`src/rtl/kalman_timer_pkg.sv`:
```
// Shared types and constants for the multi-channel Kalman step timer.
package kalman_timer_pkg;

    typedef enum logic [1:0] {
        IDLE = 2'd0,
        RUN  = 2'd1,
        DONE = 2'd2
    } timer_state_t;

    localparam int CH_ROLL            = 0;
    localparam int CH_PITCH           = 1;
    localparam int CH_YAW             = 2;
    localparam int KALMAN_DUR_DEFAULT = 10;

endpackage

```
`src/rtl/kalman_ch_arbiter.sv`:
```
// Fixed-priority picker: returns the lowest set index of the request vector.
module kalman_ch_arbiter #(
    parameter int NUM_CH  = 3,
    parameter int CH_BITS = 2
) (
    input  logic [NUM_CH-1:0]  req,
    output logic               valid,
    output logic [CH_BITS-1:0] idx
);

    // Scan from the top down so the lowest requesting index wins last.
    always_comb begin
        valid = 1'b0;
        idx   = {CH_BITS{1'b0}};
        for (int i = NUM_CH - 1; i >= 0; i--) begin
            if (req[i]) begin
                valid = 1'b1;
                idx   = CH_BITS'(i);
            end else begin
                valid = valid;
            end
        end
    end

endmodule

```
`src/rtl/kalman_step_timer.sv`:
```
// Multi-channel step timer: queues per-channel start requests and runs one
// channel at a time for its programmed cycle count, pulsing done at the end.
module kalman_step_timer
    import kalman_timer_pkg::*;
#(
    parameter int NUM_CH   = 3,
    parameter int CNT_BITS = 8,
    parameter int CH_BITS  = (NUM_CH > 1) ? $clog2(NUM_CH) : 1
) (
    input  logic                       clk,
    input  logic                       n_rst,
    input  logic                       clear,
    input  logic [NUM_CH-1:0]          start,
    input  logic [NUM_CH*CNT_BITS-1:0] dur_cfg,
    output logic                       busy,
    output logic [CH_BITS-1:0]         active_ch,
    output logic                       done,
    output logic [CH_BITS-1:0]         done_ch,
    output logic [NUM_CH-1:0]          pending,
    output logic                       overrun
);

    timer_state_t          state_r, state_n_s;
    logic [CNT_BITS-1:0]   cnt_r, cnt_n_s;
    logic [CNT_BITS-1:0]   dur_r, dur_n_s, dur_sel_s;
    logic [CH_BITS-1:0]    active_r, active_n_s;
    logic [CH_BITS-1:0]    done_ch_r, done_ch_n_s;
    logic [NUM_CH-1:0]     pending_r, pending_n_s;
    logic [NUM_CH-1:0]     req_s, grant_mask_s;
    logic                  busy_r, busy_n_s;
    logic                  done_r, done_n_s;
    logic                  overrun_r, overrun_n_s;
    logic                  grant_valid_s, grant_en_s;
    logic [CH_BITS-1:0]    grant_idx_s;

    assign req_s = pending_r | start;

    kalman_ch_arbiter #(
        .NUM_CH  (NUM_CH),
        .CH_BITS (CH_BITS)
    ) u_arbiter (
        .req   (req_s),
        .valid (grant_valid_s),
        .idx   (grant_idx_s)
    );

    // Duration of the candidate channel and one-hot mask of the granted bit.
    always_comb begin
        dur_sel_s    = {CNT_BITS{1'b0}};
        grant_mask_s = {NUM_CH{1'b0}};
        for (int i = 0; i < NUM_CH; i++) begin
            if (grant_idx_s == CH_BITS'(i)) begin
                dur_sel_s       = dur_cfg[i*CNT_BITS +: CNT_BITS];
                grant_mask_s[i] = grant_en_s;
            end else begin
                grant_mask_s[i] = 1'b0;
            end
        end
    end

    // Next-state, counter, queue and output decode; clear overrides everything.
    always_comb begin
        state_n_s   = state_r;
        cnt_n_s     = cnt_r;
        dur_n_s     = dur_r;
        active_n_s  = active_r;
        done_ch_n_s = done_ch_r;
        done_n_s    = 1'b0;
        grant_en_s  = 1'b0;

        case (state_r)
            IDLE: begin
                if (grant_valid_s) begin
                    grant_en_s = 1'b1;
                end else begin
                    state_n_s = IDLE;
                end
            end
            RUN: begin
                if (cnt_r == dur_r) begin
                    state_n_s   = DONE;
                    done_n_s    = 1'b1;
                    done_ch_n_s = active_r;
                end else begin
                    cnt_n_s = cnt_r + CNT_BITS'(1);
                end
            end
            DONE: begin
                cnt_n_s = {CNT_BITS{1'b0}};
                if (grant_valid_s) begin
                    grant_en_s = 1'b1;
                end else begin
                    state_n_s = IDLE;
                end
            end
            default: begin
                state_n_s = IDLE;
                cnt_n_s   = {CNT_BITS{1'b0}};
            end
        endcase

        // A zero duration would never match the counter, so run it as one cycle.
        if (grant_en_s) begin
            state_n_s  = RUN;
            active_n_s = grant_idx_s;
            dur_n_s    = (dur_sel_s == {CNT_BITS{1'b0}}) ? CNT_BITS'(1) : dur_sel_s;
            cnt_n_s    = CNT_BITS'(1);
        end else begin
            dur_n_s = dur_n_s;
        end

        pending_n_s = req_s & ~grant_mask_s;
        overrun_n_s = overrun_r | (|(start & pending_r & ~grant_mask_s));

        if (clear) begin
            state_n_s   = IDLE;
            cnt_n_s     = {CNT_BITS{1'b0}};
            pending_n_s = {NUM_CH{1'b0}};
            overrun_n_s = 1'b0;
            done_n_s    = 1'b0;
            active_n_s  = active_r;
        end else begin
            overrun_n_s = overrun_n_s;
        end

        busy_n_s = (state_n_s == RUN);
    end

    // State and registered outputs.
    always_ff @(posedge clk or negedge n_rst) begin
        if (!n_rst) begin
            state_r   <= IDLE;
            cnt_r     <= {CNT_BITS{1'b0}};
            dur_r     <= {CNT_BITS{1'b0}};
            active_r  <= {CH_BITS{1'b0}};
            done_ch_r <= {CH_BITS{1'b0}};
            pending_r <= {NUM_CH{1'b0}};
            busy_r    <= 1'b0;
            done_r    <= 1'b0;
            overrun_r <= 1'b0;
        end else begin
            state_r   <= state_n_s;
            cnt_r     <= cnt_n_s;
            dur_r     <= dur_n_s;
            active_r  <= active_n_s;
            done_ch_r <= done_ch_n_s;
            pending_r <= pending_n_s;
            busy_r    <= busy_n_s;
            done_r    <= done_n_s;
            overrun_r <= overrun_n_s;
        end
    end

    assign busy      = busy_r;
    assign active_ch = active_r;
    assign done      = done_r;
    assign done_ch   = done_ch_r;
    assign pending   = pending_r;
    assign overrun   = overrun_r;

endmodule

```
`config.mk`:
```
export PLATFORM = sky130hd
export DESIGN_NAME = kalman_step_timer
export DESIGN_NICKNAME = d
export VERILOG_FILES = /design/src/rtl/kalman_timer_pkg.sv /design/src/rtl/kalman_ch_arbiter.sv /design/src/rtl/kalman_step_timer.sv
export SDC_FILE = /design/constraint.sdc
export NUM_CORES = 1
export LEC_CHECK = 0
export ABC_AREA = 1
export BUFFER_PORTS_ARGS = -buffer_cell sky130_fd_sc_hd__buf_2
export CAP_MARGIN = 20
export CORE_MARGIN = 1.5
export CORE_UTILIZATION = 38
export DETAILED_ROUTE_END_ITERATION = 16
export PLACE_DENSITY = 0.71
export RECOVER_POWER = 25
export SETUP_SLACK_MARGIN = 0.15
export SKIP_CTS_REPAIR_TIMING = 1
export SYNTH_ARGS = -nofsm -noshare
export SYNTH_HDL_FRONTEND = slang
export SYNTH_SLANG_ARGS = --single-unit
```
`constraint.sdc`:
```
create_clock -name clk -period 1.91 [get_ports clk]
set_input_delay 0.191 -clock clk [delete_from_list [all_inputs] [get_ports clk]]
set_output_delay 0.191 -clock clk [all_outputs]
set_load 0.01 [all_outputs]
```
==> results.yml <==
status:
  outcome: "completed"
final_layout:
  insertedDiodeCount: 0
  multi_input_area_sq_um: 785.8
  stdcell_area_sq_um: 1927
  nets: 297
  fillers: 412
  regArea_sq_um: 700.7
  final_layout_size_suffix_gt1_frac: 0.2453
  area_growth_pct: 20.12
placed_design:
  dp_hpwl_um: 2642
  placed_cell_area_sq_um: 1854
  place_congestion: 0.8355
  io_buffer_count: 39
setup_path:
  r2r_slack_ns: 0.35
  crit_required_ns: 2.10
  critPathArrivalTime_ns: 1.75
  crit_start: "pending[1]"
  cp_slowest_cell: "dfrtp_1"
  crit_chain: "nor2_4, nand3_1, nand2_2, buf_4, inv_1, nand2_1, nand2_1, o31ai_1"
  worstReg2RegStart: "pending[1]"
  cp.depth: 8
  r2r-end: "active_ch[0]"
  crit_type: "register to register"
  crit_family: "simple AND/OR/NAND/NOR gates"
  rr_worst_depth: 8
  critical_path.max_fanout: 14
  slowest_delay_ns: 0.43
  worst-path-buf-inv: 2
  cp_common_cell: "nand2_1"
  cp-end-kind: "register"
  cp-start-kind: "register"
  setup.worst_path.end: "active_ch[0]"
global_route:
  grt_max_degree: 29
  grt_util_met3: 0.01974
  grt.met2_usage: 0.2694
  top_usage_layer: "met2"
  grtUsageMet1: 0.2438
  grt_overflow_total: 0
  grt_pass1_wl_um: 6078
  grt_pass1_vias: 1335
  grtUsageTotal: 0.1735
  antenna_found_initial: 0
job:
  drv_cap: 0
route:
  dr_total_vias: 1446
  vias_per_cell: 4.590
  final_antenna_net_count: 0
  drt_iter0_drc: 67
  remaining_drc_errors: 0
  routed_wl_um: 3393
  wl_per_cell_um: 10.77
  dr.pass1.iters: 4
sta:
  min_period_over_period: 0.8187
  hold_viol: 0
  fmax_mhz: 639.5
  clock_skew_ns: 0.003322
  post-route-min-period_ns: 1.564
  final-setup-viol-count: 0
  rsz0062_at_grt: "no"
  worst_pin_slew_ns: 0.6771
  setup_tns_ns: 0
  maxSlewViolCount: 0
  relSlewSlack: 0.5486
pwr:
  comb_power_share: 0.298
  power_leakage_nw: 1.043
  seqPwrFrac: 0.478
  vdd_drop_max_v: 0.0003570
  p_sw_mw: 0.5773
  clock_power_share: 0.225
  p_int_mw: 1.081
  switching_share: 0.3481
  power_density_nw_per_um2: 860.8
cts:
  clockRootBuffer: "clkbuf_8"
  clockBufferDepth: 2
  worstSkewPairLatency_ns: 0.28
  clk_pin_slew_ns: 0.09
  htreeDepth: 1
  cts_made_buffers: 3
  cts_sinks: 28
  cts_tree: "built"
synthesis:
  yosysTopAreaCellShare: 0.4368
  ys_seq_area_frac: 0.4368
  netlist_top_cells_count: "nand2_1 (76), dfrtp_1 (28), nor2_1 (28)"
  netlist_area_sq_um: 1604
  synth_seq_cells: 28
  synth_fp_nets: 253
  synth_top_area_cell: "dfrtp_1"
  syn_avg_cell_area_sq_um: 7.225
  synth_edf_count: 0
  synthTopCellsByArea: "dfrtp_1 (44%), nand2_1 (18%), nor2_1 (6.6%), inv_1 (6.1%), nand3_1 (4.1%)"
  synth.most_common_cell: "nand2_1"
  async_flop_share: 1.000
  ys.flop_type: "dfrtp_1"
  yosysWarnings: 0
  ys_types: 26
  netlist_instances: 222
min_path:
  hp-class: "input pin to register"
  hold_depth: 2
die:
  die_h_um: 67.97
  coreArea_sq_um: 4029
  die_area_sq_um: 4620
  num_rows: 23
  ioPinCount: 40
  die_x_um: 67.97
  start_util: 0.3981
## per-layer routing
metal	share of wire	vias to the layer above
li1	-	778
met1	0.50	625
met2	0.44	38
met3	0.044	5
met4	0.019	0
met5	0	-
## layout make-up
class	count	share of cell area
inverter	29	0.05714
sequential	28	0.3636
tap	50	0.03247
timing repair buffer	41	0.1104
multi-input combinational	163	0.4078
clock buffer	4	0.02857
## power by group through the flow
stage               combinational (mW)  clock (mW)  sequential, mW
finish                           0.494       0.373           0.792
global route                     0.580       0.406           0.812
CTS                              0.496       0.380           0.794
detailed placement               0.493           0           0.804
global placement                 0.482           0           0.801
floorplan                        0.327           0           0.801
## metrics by stage
| stage | hold slack [ns] | power (mW) | worst slack [ns] | utilization | cells |
|---|---|---|---|---|---|
| floorplan | -0.1046 | 1.127 | 0.4967 | - | 222 |
| global placement | 0.2409 | 1.283 | 0.4130 | 0.4602 | 310 |
| detailed placement | 0.2440 | 1.296 | 0.3912 | 0.4602 | 310 |
| CTS | -0.06762 | 1.670 | 0.3364 | 0.4739 | 314 |
| global route | 0.1643 | 1.798 | 0.1519 | 0.4783 | 315 |
| finish | 0.1685 | 1.659 | 0.3463 | 0.4783 | 315 |
## cell families after synthesis
kind of cell | Yosys count | synth area share
flops | 28 | 0.4368
compound gates | 19 | 0.07644
xor+xnor | 4 | 0.02184
fa+ha+maj | 1 | 0.007799
buf+inv | 31 | 0.07800
simple gates | 139 | 0.3791
## layout by cell type, fill, tap and decap left out, types with 2 or more instances in the layout
cell type  synthesis  layout
nand2_1           76      75
buf_2              0      38
nor2_1            28      28
dfrtp_1           28      28
inv_1             26      26
nand3_1           13      13
o21ai_0           11      11
nand2_2            4       5
nand4_1            4       4
nor3_1             4       4
o21ai_2            4       4
clkbuf_8           0       4
nor2_4             2       3
xnor2_1            2       2
inv_2              2       2
nor2_2             3       2
nand3_2            2       2
xor2_1             2       2
nor3b_1            2       2
## worst min-delay path by stage
stage,from,to,slack (ns)
after floorplan,n_rst,active_ch[0],-0.10
after global placement,n_rst,done_ch[1],0.24
after detailed placement,n_rst,done,0.24
after CTS,n_rst,done,-0.07
after global routing,clear,overrun,0.16
final,clear,overrun,0.17
## worst reg2reg max path, delay by kind of cell, from the launching register on
family / cells / cell delay, ns
compound gates: 1 / 0.07
buf+inv: 2 / 0.26
flops: 1 / 0.43
simple gates: 5 / 0.72
## registers in the layout (all words and copies together), names as in the netlist
register,count
pending,3
done,1
overrun,1
active_ch,2
state_r,2
done_ch,2
busy,1
cnt_r,8
dur_r,8
Power figures use the tool's default switching activity.
